[src/rtl/fetch_unit.sv]
// fetch_unit
// Instruction fetch stage for the single-cycle RV32I core. It owns the PC and
// fetches one instruction at a time over a req/gnt/rvalid handshake. The word
// goes to the decoder, and the next PC comes from the decoder's select and
// offset. Whenever no valid instruction is held, a NOP (ADDI x0,x0,0) is
// presented instead.
//
// Ports:
//   clk_i, rstn_i       core clock, asynchronous active-low reset
//   pc_next_sel_i       next-PC select (STALL / PC_IMM / RS1_IMM)
//   pc_next_off_i       next-PC offset
//   rs1_data_i          RS1 value used as the JALR base
//   imem_req_o          instruction memory request
//   imem_addr_o         request address, always equal to pc_o
//   imem_gnt_i          request accepted
//   imem_rvalid_i       response valid
//   imem_rdata_i        response instruction word
//   pc_o                PC of the instruction on insn_o
//   insn_o              instruction to the decoder
//   insn_valid_o        insn_o holds a fetched instruction
//   misalign_o          sticky misaligned-target flag; the core is halted
//
// state | meaning
// ------+-------------------------------------------------------------
// RESET | held in reset, or the first cycle after reset is released
// REQ   | request at pc_o is asserted until it is granted
// WAIT  | waiting for the response data
// EXEC  | instruction is valid on insn_o; the decoder selects the next PC
// HALT  | misaligned target seen; stays here until reset

module fetch_unit #(
    parameter logic [31:0] RESET_PC = 32'h0000_0000
) (
    input  logic        clk_i,
    input  logic        rstn_i,
    input  logic [1:0]  pc_next_sel_i,
    input  logic [31:0] pc_next_off_i,
    input  logic [31:0] rs1_data_i,
    output logic        imem_req_o,
    output logic [31:0] imem_addr_o,
    input  logic        imem_gnt_i,
    input  logic        imem_rvalid_i,
    input  logic [31:0] imem_rdata_i,
    output logic [31:0] pc_o,
    output logic [31:0] insn_o,
    output logic        insn_valid_o,
    output logic        misalign_o
);

    // Encodings of the decoder's next-PC select.
    localparam logic [1:0] PC_NEXT_SEL_STALL   = 2'b00;
    localparam logic [1:0] PC_NEXT_SEL_PC_IMM  = 2'b01;
    localparam logic [1:0] PC_NEXT_SEL_RS1_IMM = 2'b10;

    localparam logic [31:0] NOP = 32'h0000_0013;

    typedef enum logic [2:0] {
        S_RESET,
        S_REQ,
        S_WAIT,
        S_EXEC,
        S_HALT
    } state_t;

    state_t      state;
    logic [31:0] target;
    logic        advance;

    // Any select other than PC_IMM or RS1_IMM behaves as a stall.
    always_comb begin
        target  = pc_o + pc_next_off_i;
        advance = 1'b0;
        case (pc_next_sel_i)
            PC_NEXT_SEL_PC_IMM: begin
                advance = 1'b1;
            end
            PC_NEXT_SEL_RS1_IMM: begin
                target  = (rs1_data_i + pc_next_off_i) & ~32'h1;
                advance = 1'b1;
            end
            default: begin
                advance = 1'b0;
            end
        endcase
    end

    assign imem_addr_o = pc_o;

    always_ff @(posedge clk_i or negedge rstn_i) begin
        if (!rstn_i) begin
            state        <= S_RESET;
            pc_o         <= RESET_PC;
            insn_o       <= NOP;
            insn_valid_o <= 1'b0;
            imem_req_o   <= 1'b0;
            misalign_o   <= 1'b0;
        end else begin
            case (state)
                S_RESET: begin
                    state      <= S_REQ;
                    imem_req_o <= 1'b1;
                end
                S_REQ: begin
                    if (imem_gnt_i) begin
                        state      <= S_WAIT;
                        imem_req_o <= 1'b0;
                    end
                end
                S_WAIT: begin
                    if (imem_rvalid_i) begin
                        state        <= S_EXEC;
                        insn_o       <= imem_rdata_i;
                        insn_valid_o <= 1'b1;
                    end
                end
                S_EXEC: begin
                    if (advance) begin
                        insn_o       <= NOP;
                        insn_valid_o <= 1'b0;
                        if (target[1]) begin
                            // A misaligned target leaves the PC at the
                            // offending instruction.
                            state      <= S_HALT;
                            misalign_o <= 1'b1;
                        end else begin
                            state      <= S_REQ;
                            pc_o       <= target;
                            imem_req_o <= 1'b1;
                        end
                    end
                end
                S_HALT: begin
                    state <= S_HALT;
                end
                default: begin
                    state        <= S_RESET;
                    insn_o       <= NOP;
                    insn_valid_o <= 1'b0;
                    imem_req_o   <= 1'b0;
                end
            endcase
        end
    end

endmodule

[config.mk]
export PLATFORM = sky130hd
export DESIGN_NAME = fetch_unit
export DESIGN_NICKNAME = d
export VERILOG_FILES = /design/src/rtl/fetch_unit.sv
export SDC_FILE = /design/constraint.sdc
export NUM_CORES = 1
export LEC_CHECK = 0
export ABC_AREA = 1
export CAP_MARGIN = 20
export CORE_MARGIN = 2
export CORE_UTILIZATION = 35
export DETAILED_ROUTE_END_ITERATION = 10
export SYNTH_ARGS = -nofsm -noshare
export SYNTH_HDL_FRONTEND = slang
export SYNTH_SLANG_ARGS = --single-unit
[constraint.sdc]
create_clock -name clk_i -period 5 [get_ports clk_i]
set_input_delay 0.75 -clock clk_i [delete_from_list [all_inputs] [get_ports clk_i]]
set_output_delay 0.75 -clock clk_i [all_outputs]
set_load 0.01 [all_outputs]
==> results.toml, run 1 <==
[job]
maxCapViolCount = 0

[synth]
post_synth.cell_area_avg_sq_um = 5.87
ys_seq_elements = 69
syn_inst = 1318
synth_cell_type_count = 35
ys_warn_count = 0
seq_area_frac_synth_pct = 22.3
synthesis.area_sq_mm = 0.00774

[place]
io_buffer_count = 198
gp_routability_congestion = 0.925
place_hpwl_microns = 21400

[timing]
slew_viol_final = 0
rsz_0062_raised_after_global_routing = "no"
clock-skew-final_ns = 0.00771
timing.slew.headroom_pct = 38.7
max_freq_mhz = 298
hold_violations = 0
holdWs_ns = 0.456
minimum_period_implied_by_the_final_worst_setup_slack_ns = 3.36
setup-tns-final_ns = 0
finalCritPeriodShare_pct = 67.2
setup_viols_final = 0
worst-slew-pin-transition_ns = 0.919

[die]
die_w_microns = 153
die_outline_area_sq_mm = 0.0233
ioPinCount = 201
die_h_microns = 153
core_region_area_sq_mm = 0.0218
core.rowCount = 54
starting_density_of_the_core_pct = 35.6

[setup_path]
critical_path.endpoint_type = "flip-flop"
critPathArrivalTime_ns = 3.58
required_ns = 5.22
reg2reg_depth = 9
timing.critical_path.fanout_max = 40
timing.setup.critical_path_class = "input pin to flip-flop"
worstSetupStartpointType = "input pin"
r2r_end = "imem_addr_o[20]$_DFFE_PN0P_"
critical_path.reg2reg.startpoint = "imem_addr_o[0]$_DFFE_PN0P_"
timing.reg2reg.setup_slack_ns = 2.63

[layout]
final.fill_count = 2323
proportion_of_layout_cells_with_a_drive_suffix_above_1_pct = 2.43
area_growth_syn_to_layout_pct = 30.5
final_nets = 1644
antenna_cells = 0

[power]
irDropWorstVdd_uv = 338
net-switching-power_w = 0.00221
p_sw_share_pct = 45.9
cellLeakagePower_nw = 5.62
pwr-share-clk_pct = 15.8
power_frac_seq_pct = 21.3
power_density_mw_per_mm2 = 476
power.share.combinational_pct = 62.9
p_int_w = 0.00260

[detailed_routing]
postRouteWirelength_microns = 26200
postRouteAntennaNets = 0
drtIter0Drc = 318
drc = 0
routed-via-count = 8448
drt_pre_antenna_iters = 6
drt-vias-per-instance = 4.79
wl_per_cell_microns = 14.9

[global_route]
first_pass_grt_wire_length_microns = 41500
antenna_found_initial = 0
maximum_number_of_pins_on_one_net_before_global_route_repair = 70
first_global_vias = 8228
grt_overflow = 0
globalRouteMet1Util_pct = 29.9
gr-max-usage-layer = "met2"
groute.usage.overall_pct = 22.0
met2_usage_grt_pct = 36.5
gr-usage-met3_pct = 3.70

[clock_network]
worst_skew_pair.late_latency_ns = 0.33
post-cts-setup-buffer-count = 0
clk_path_buf_depth = 2
numCtsBuffers = 9
h-tree-depth = 3
cts_hold_buffers = 0
postCtsResizedCells = 0
tritoncts = "done"
cts.clk_slew.worst_paths_ns = 0.06
cell_at_the_root_of_the_clock_tree = "clkbuf_16"
clock_sink_count = 69

[min_path]
timing.hold.worst.class = "flip-flop to flip-flop"
min_delay_path_depth = 1
min-delay-start = "misalign_o$_DFFE_PN0P_"
hold_path_end = "misalign_o$_DFFE_PN0P_"

[outcome]
run_status = "finished, final reports clean"
==> registers in the layout, summed over array words and instances (netlist names) <==
register / cells
imem_addr_o: 31
imem_req_o: 1
insn_o: 32
insn_valid_o: 1
misalign_o: 1
state: 3
==> cells by family after synthesis <==
kind of cell,count (synthesis),share of synthesized area [%]
AOI/OAI and AO/OA,138,11.2
xor gates and xnor gates,11,1.24
DFF,69,22.3
buffers and inverters,285,15.7
adders and majority gates,63,10.3
other,1,0.0484
and+or+nand+nor,751,39.2
==> routing by layer <==
layer,vias to the layer above,share of wire (%)
li1,4406,-
met4,0,1.7
met5,-,0
met3,25,6.3
met2,242,45
met1,3775,47
==> power groups by stage <==
stage	combinational [W]	clock, W	sequential (W)
2_1_floorplan	0.00192	0	0.00105
3_3_place_gp	0.00299	0	0.00104
3_5_place_dp	0.00302	0	0.00103
4_1_cts	0.00303	0.000776	0.00103
5_1_grt	0.00336	0.000795	0.00106
6_report	0.00302	0.000757	0.00103
==> cell type report <==
| type | instances | area, sq um | area share (%) |
|---|---|---|---|
| timing repair buffer | 200 | 1990 | 19.7 |
| tap | 280 | 350 | 3.47 |
| multi-input combinational | 965 | 4810 | 47.6 |
| sequential | 69 | 1730 | 17.1 |
| clock inverter | 7 | 121 | 1.20 |
| clock buffer | 9 | 225 | 2.23 |
| inverter | 234 | 878 | 8.69 |
==> worst max-delay path, cell delays in order <==
cell and delay (ns):
clkdlybuf4s50_1 0.46, inv_1 0.04, ha_1 0.18, buf_4 0.26, inv_2 0.50, o21ai_0 0.28
nor3_4 0.15, buf_4 0.41, inv_2 0.31, nand2_1 0.14, nand2_1 0.06
==> how the worst max path moves through the flow <==
| stage | startpoint | endpoint | slack [ns] |
|---|---|---|---|
| 2_1_floorplan | pc_next_off_i[1] | imem_addr_o[13]$_DFFE_PN0P_ | 2.80 |
| 3_3_place_gp | pc_next_sel_i[0] | imem_addr_o[0]$_DFFE_PN0P_ | 1.34 |
| 3_5_place_dp | pc_next_sel_i[0] | imem_addr_o[20]$_DFFE_PN0P_ | 1.24 |
| 4_1_cts | pc_next_sel_i[0] | imem_addr_o[20]$_DFFE_PN0P_ | 1.60 |
| 5_1_grt | pc_next_sel_i[0] | imem_addr_o[29]$_DFFE_PN0P_ | 1.38 |
| 6_report | pc_next_sel_i[0] | imem_addr_o[20]$_DFFE_PN0P_ | 1.64 |
==> stage by stage <==
step	utilization [%]	total power [W]	cells	worst slack, ns	area [sq um]
5_1_grt	46.5	0.00522	1764	1.38	10100
6_report	46.5	0.00481	1764	1.64	10100
3_3_place_gp	44.9	0.00403	1748	1.34	9760
4_1_cts	46.5	0.00484	1764	1.60	10100
2_1_floorplan	-	0.00296	1319	2.80	7750
3_5_place_dp	44.9	0.00405	1748	1.24	9760
==> cell usage in the layout (no fill, tap or decap), types with 5 or more instances in the layout <==
master / netlist / layout
nor3_1: 5 / 5
a22o_1: 29 / 29
o21a_1: 8 / 8
nor2_1: 85 / 85
ha_1: 62 / 62
dfrtp_1: 66 / 66
nand3b_1: 11 / 11
nand3_1: 93 / 93
nand2_1: 542 / 542
a21oi_1: 60 / 60
o21ai_0: 25 / 25
clkdlybuf4s50_1: 0 / 197
nand4_1: 7 / 7
xor2_1: 9 / 9
inv_2: 8 / 8
inv_1: 226 / 226
clkbuf_16: 0 / 9
o21bai_1: 5 / 5
==> cell usage after synthesis (all sizes together) <==
| cell type | number | area [sq um] |
|---|---|---|
| dfrtp | 66 | 1650 |
| nand3 | 93 | 465 |
| buf | 43 | 307 |
| o22a | 3 | 26.3 |
| o211ai | 1 | 7.51 |
| fa | 1 | 20.0 |
| a31oi | 2 | 12.5 |
| xnor2 | 2 | 17.5 |
| nand3b | 11 | 82.6 |
| o21ai | 26 | 130 |
| o22ai | 1 | 12.5 |
| a22o | 29 | 254 |
| nand4 | 7 | 43.8 |
| and2 | 3 | 18.8 |
| conb | 1 | 3.75 |
| xor2 | 9 | 78.8 |
| dfstp | 3 | 78.8 |
| nor3 | 7 | 45.0 |
| ha | 62 | 776 |
| nor2 | 87 | 342 |
| o21bai | 5 | 37.5 |
| inv | 234 | 878 |
| a21oi | 60 | 300 |
| o21a | 8 | 60.1 |
| a21o | 3 | 22.5 |
| clkbuf | 8 | 30.0 |
| nand2 | 543 | 2040 |
Note: power is estimated with default switching activity, not from simulation.
==> inputs of run 2 (changes only) <==
Clock period 5 ns to 3.4 ns, I/O delays scaled along.
==> run 2 against run 1 <==
Net effect: clock-buffer cell count increased by 1; clock skew is 0.0048 ns higher; first-iteration DRC count grew 24%; combinational power rose by 48%; flip-flop and latch count unchanged; sequential power is 48% higher; core utilization is essentially flat; design area about the same; die area did not move; power increased by 46%; cell count rose by 0.11%.
==> results.toml, run 2 (synthesis gave the netlist of run 1 again) <==
[place]
gp_routability_congestion = 0.958
place_hpwl_microns = 21800
io_buffer_count = 198

[global_route]
maximum_number_of_pins_on_one_net_before_global_route_repair = 70
grt_overflow = 0
first_pass_grt_wire_length_microns = 42400
groute.usage.overall_pct = 22.7
first_global_vias = 8084
antenna_found_initial = 0

[setup_path]
critical_path.endpoint_type = "flip-flop"
timing.reg2reg.setup_slack_ns = 1.19
critical_path.reg2reg.startpoint = "imem_addr_o[3]$_DFFE_PN0P_"
timing.setup.critical_path_class = "input pin to flip-flop"
critPathArrivalTime_ns = 2.78
timing.critical_path.slowest_cell_delay_ns = 0.59
required_ns = 3.63
r2r_end = "imem_addr_o[29]$_DFFE_PN0P_"
reg2reg_depth = 14
worstSetupStartpoint = "pc_next_off_i[1]"
timing.critical_path.fanout_max = 5
critical-path-slowest-cell = "clkdlybuf4s50_1"
crit_end = "imem_req_o$_DFFE_PN0P_"
cp_cell_sequence = "clkdlybuf4s50_1, inv_1, fa_1, o21ai_0, inv_1, nor2_1, a21oi_1, nand3_1, a21oi_1, a21o_1"
worstSetupStartpointType = "input pin"

[layout]
layout.cells.most_common = "nand2_1"
final.fill_count = 2322
largest_register_ff_count = 32
sequential_cell_area_sq_mm = 0.00173
proportion_of_layout_cells_with_a_drive_suffix_above_1_pct = 2.49
multi_input_comb_area_sq_mm = 0.00481
final_nets = 1646
antenna_cells = 0
area_growth_syn_to_layout_pct = 30.4
top_register = "insn_o"
most-common-layout-cells = "542 x nand2_1, 226 x inv_1, 197 x clkdlybuf4s50_1, 93 x nand3_1, 85 x nor2_1"

[detailed_routing]
drt_pre_antenna_iters = 5
routed-via-count = 8512
met1_length_microns = 12900
route.met2.wl_microns = 11600
met3_length_microns = 1850
wl_per_cell_microns = 15.2
postRouteWirelength_microns = 26800
postRouteAntennaNets = 0
drc = 0
drtIter0Drc = 395
drt-vias-per-instance = 4.82
maxUsedRoutingLayer = "met4"

[power]
pwr-share-clk_pct = 14.8
net-switching-power_w = 0.00328
power.share.combinational_pct = 63.6
power_density_mw_per_mm2 = 697
p_sw_share_pct = 46.6
totalPowerFinal_w = 0.00704
cellLeakagePower_nw = 5.62
power_frac_seq_pct = 21.6
irDropWorstVdd_uv = 486
p_int_w = 0.00376

[clock_network]
worst_skew_pair.late_latency_ns = 0.34
clock_sink_count = 69
h-tree-depth = 3
numCtsBuffers = 9
postCtsResizedCells = 0
clk_path_buf_depth = 2
cell_at_the_root_of_the_clock_tree = "clkbuf_16"
cts.clk_slew.worst_paths_ns = 0.06
tritoncts = "done"
cts_hold_buffers = 0
post-cts-setup-buffer-count = 0

[timing]
setup-tns-final_ns = 0
max_freq_mhz = 392
finalCritPeriodShare_pct = 75.1
setup_viols_final = 0
minimum_period_implied_by_the_final_worst_setup_slack_ns = 2.55
hold_violations = 0
timing.slew.headroom_pct = 37.0
slew_viol_final = 0
clock-skew-final_ns = 0.0126
rsz_0062_raised_after_global_routing = "no"
worst-slew-pin-transition_ns = 0.945

[die]
die_w_microns = 153
die_h_microns = 153
core_region_area_sq_mm = 0.0218
starting_density_of_the_core_pct = 35.6
die_outline_area_sq_mm = 0.0233
ioPinCount = 201
core.rowCount = 54

[min_path]
timing.hold.worst.class = "input pin to async pin"

[outcome]
run_status = "finished, final reports clean"

[job]
maxCapViolCount = 0
run 2: worst min-delay path by stage:
stage | slack, ns | to
6_report | 0.31 | imem_addr_o[30]$_DFFE_PN0P_
5_1_grt | 0.40 | imem_addr_o[30]$_DFFE_PN0P_
4_1_cts | 0.36 | imem_addr_o[30]$_DFFE_PN0P_
3_5_place_dp | 0.44 | misalign_o$_DFFE_PN0P_
3_3_place_gp | 0.44 | misalign_o$_DFFE_PN0P_
2_1_floorplan | 0.21 | imem_addr_o[0]$_DFFE_PN0P_
run 2: area by class of cell:
| type | count | share of cell area [%] |
|---|---|---|
| sequential | 69 | 17.1 |
| inverter | 234 | 8.70 |
| clock inverter | 6 | 0.942 |
| timing repair buffer | 202 | 19.9 |
| multi-input combinational | 965 | 47.6 |
| tap | 280 | 3.47 |
| clock buffer | 10 | 2.27 |
run 2: through the flow:
| stage | worst slack (ns) | area (sq um) | util, % | hold slack [ns] | instances |
|---|---|---|---|---|---|
| floorplan | 1.44 | 7750 | - | 0.214 | 1319 |
| global placement | 0.525 | 9780 | 44.9 | 0.444 | 1750 |
| detailed placement | 0.506 | 9780 | 44.9 | 0.444 | 1750 |
| CTS | 0.838 | 10100 | 46.4 | 0.360 | 1766 |
| global route | 0.685 | 10100 | 46.4 | 0.402 | 1766 |
| finish | 0.846 | 10100 | 46.4 | 0.312 | 1766 |
run 2: power groups by stage:
| stage | registers [W] | clock network [W] | logic [W] |
|---|---|---|---|
| 4_1_cts | 0.00153 | 0.00106 | 0.00448 |
| 3_5_place_dp | 0.00152 | 0 | 0.00447 |
| 2_1_floorplan | 0.00154 | 0 | 0.00282 |
| 5_1_grt | 0.00157 | 0.00111 | 0.00498 |
| 3_3_place_gp | 0.00153 | 0 | 0.00444 |
| 6_report | 0.00152 | 0.00104 | 0.00448 |
run 2: per-layer routing:
layer,vias up,track usage (%)
li1,4394,-
met1,3805,32.4
met2,282,35.7
met3,31,3.95
met4,0,5.34
met5,-,0
run 2: critical path: cells and delay by family:
| kind | cells | cell delay, ns |
|---|---|---|
| AOI/OAI and AO/OA | 4 | 0.71 |
| adders and majority gates | 1 | 0.50 |
| buffers and inverters | 3 | 0.79 |
| and+or+nand+nor | 2 | 0.28 |
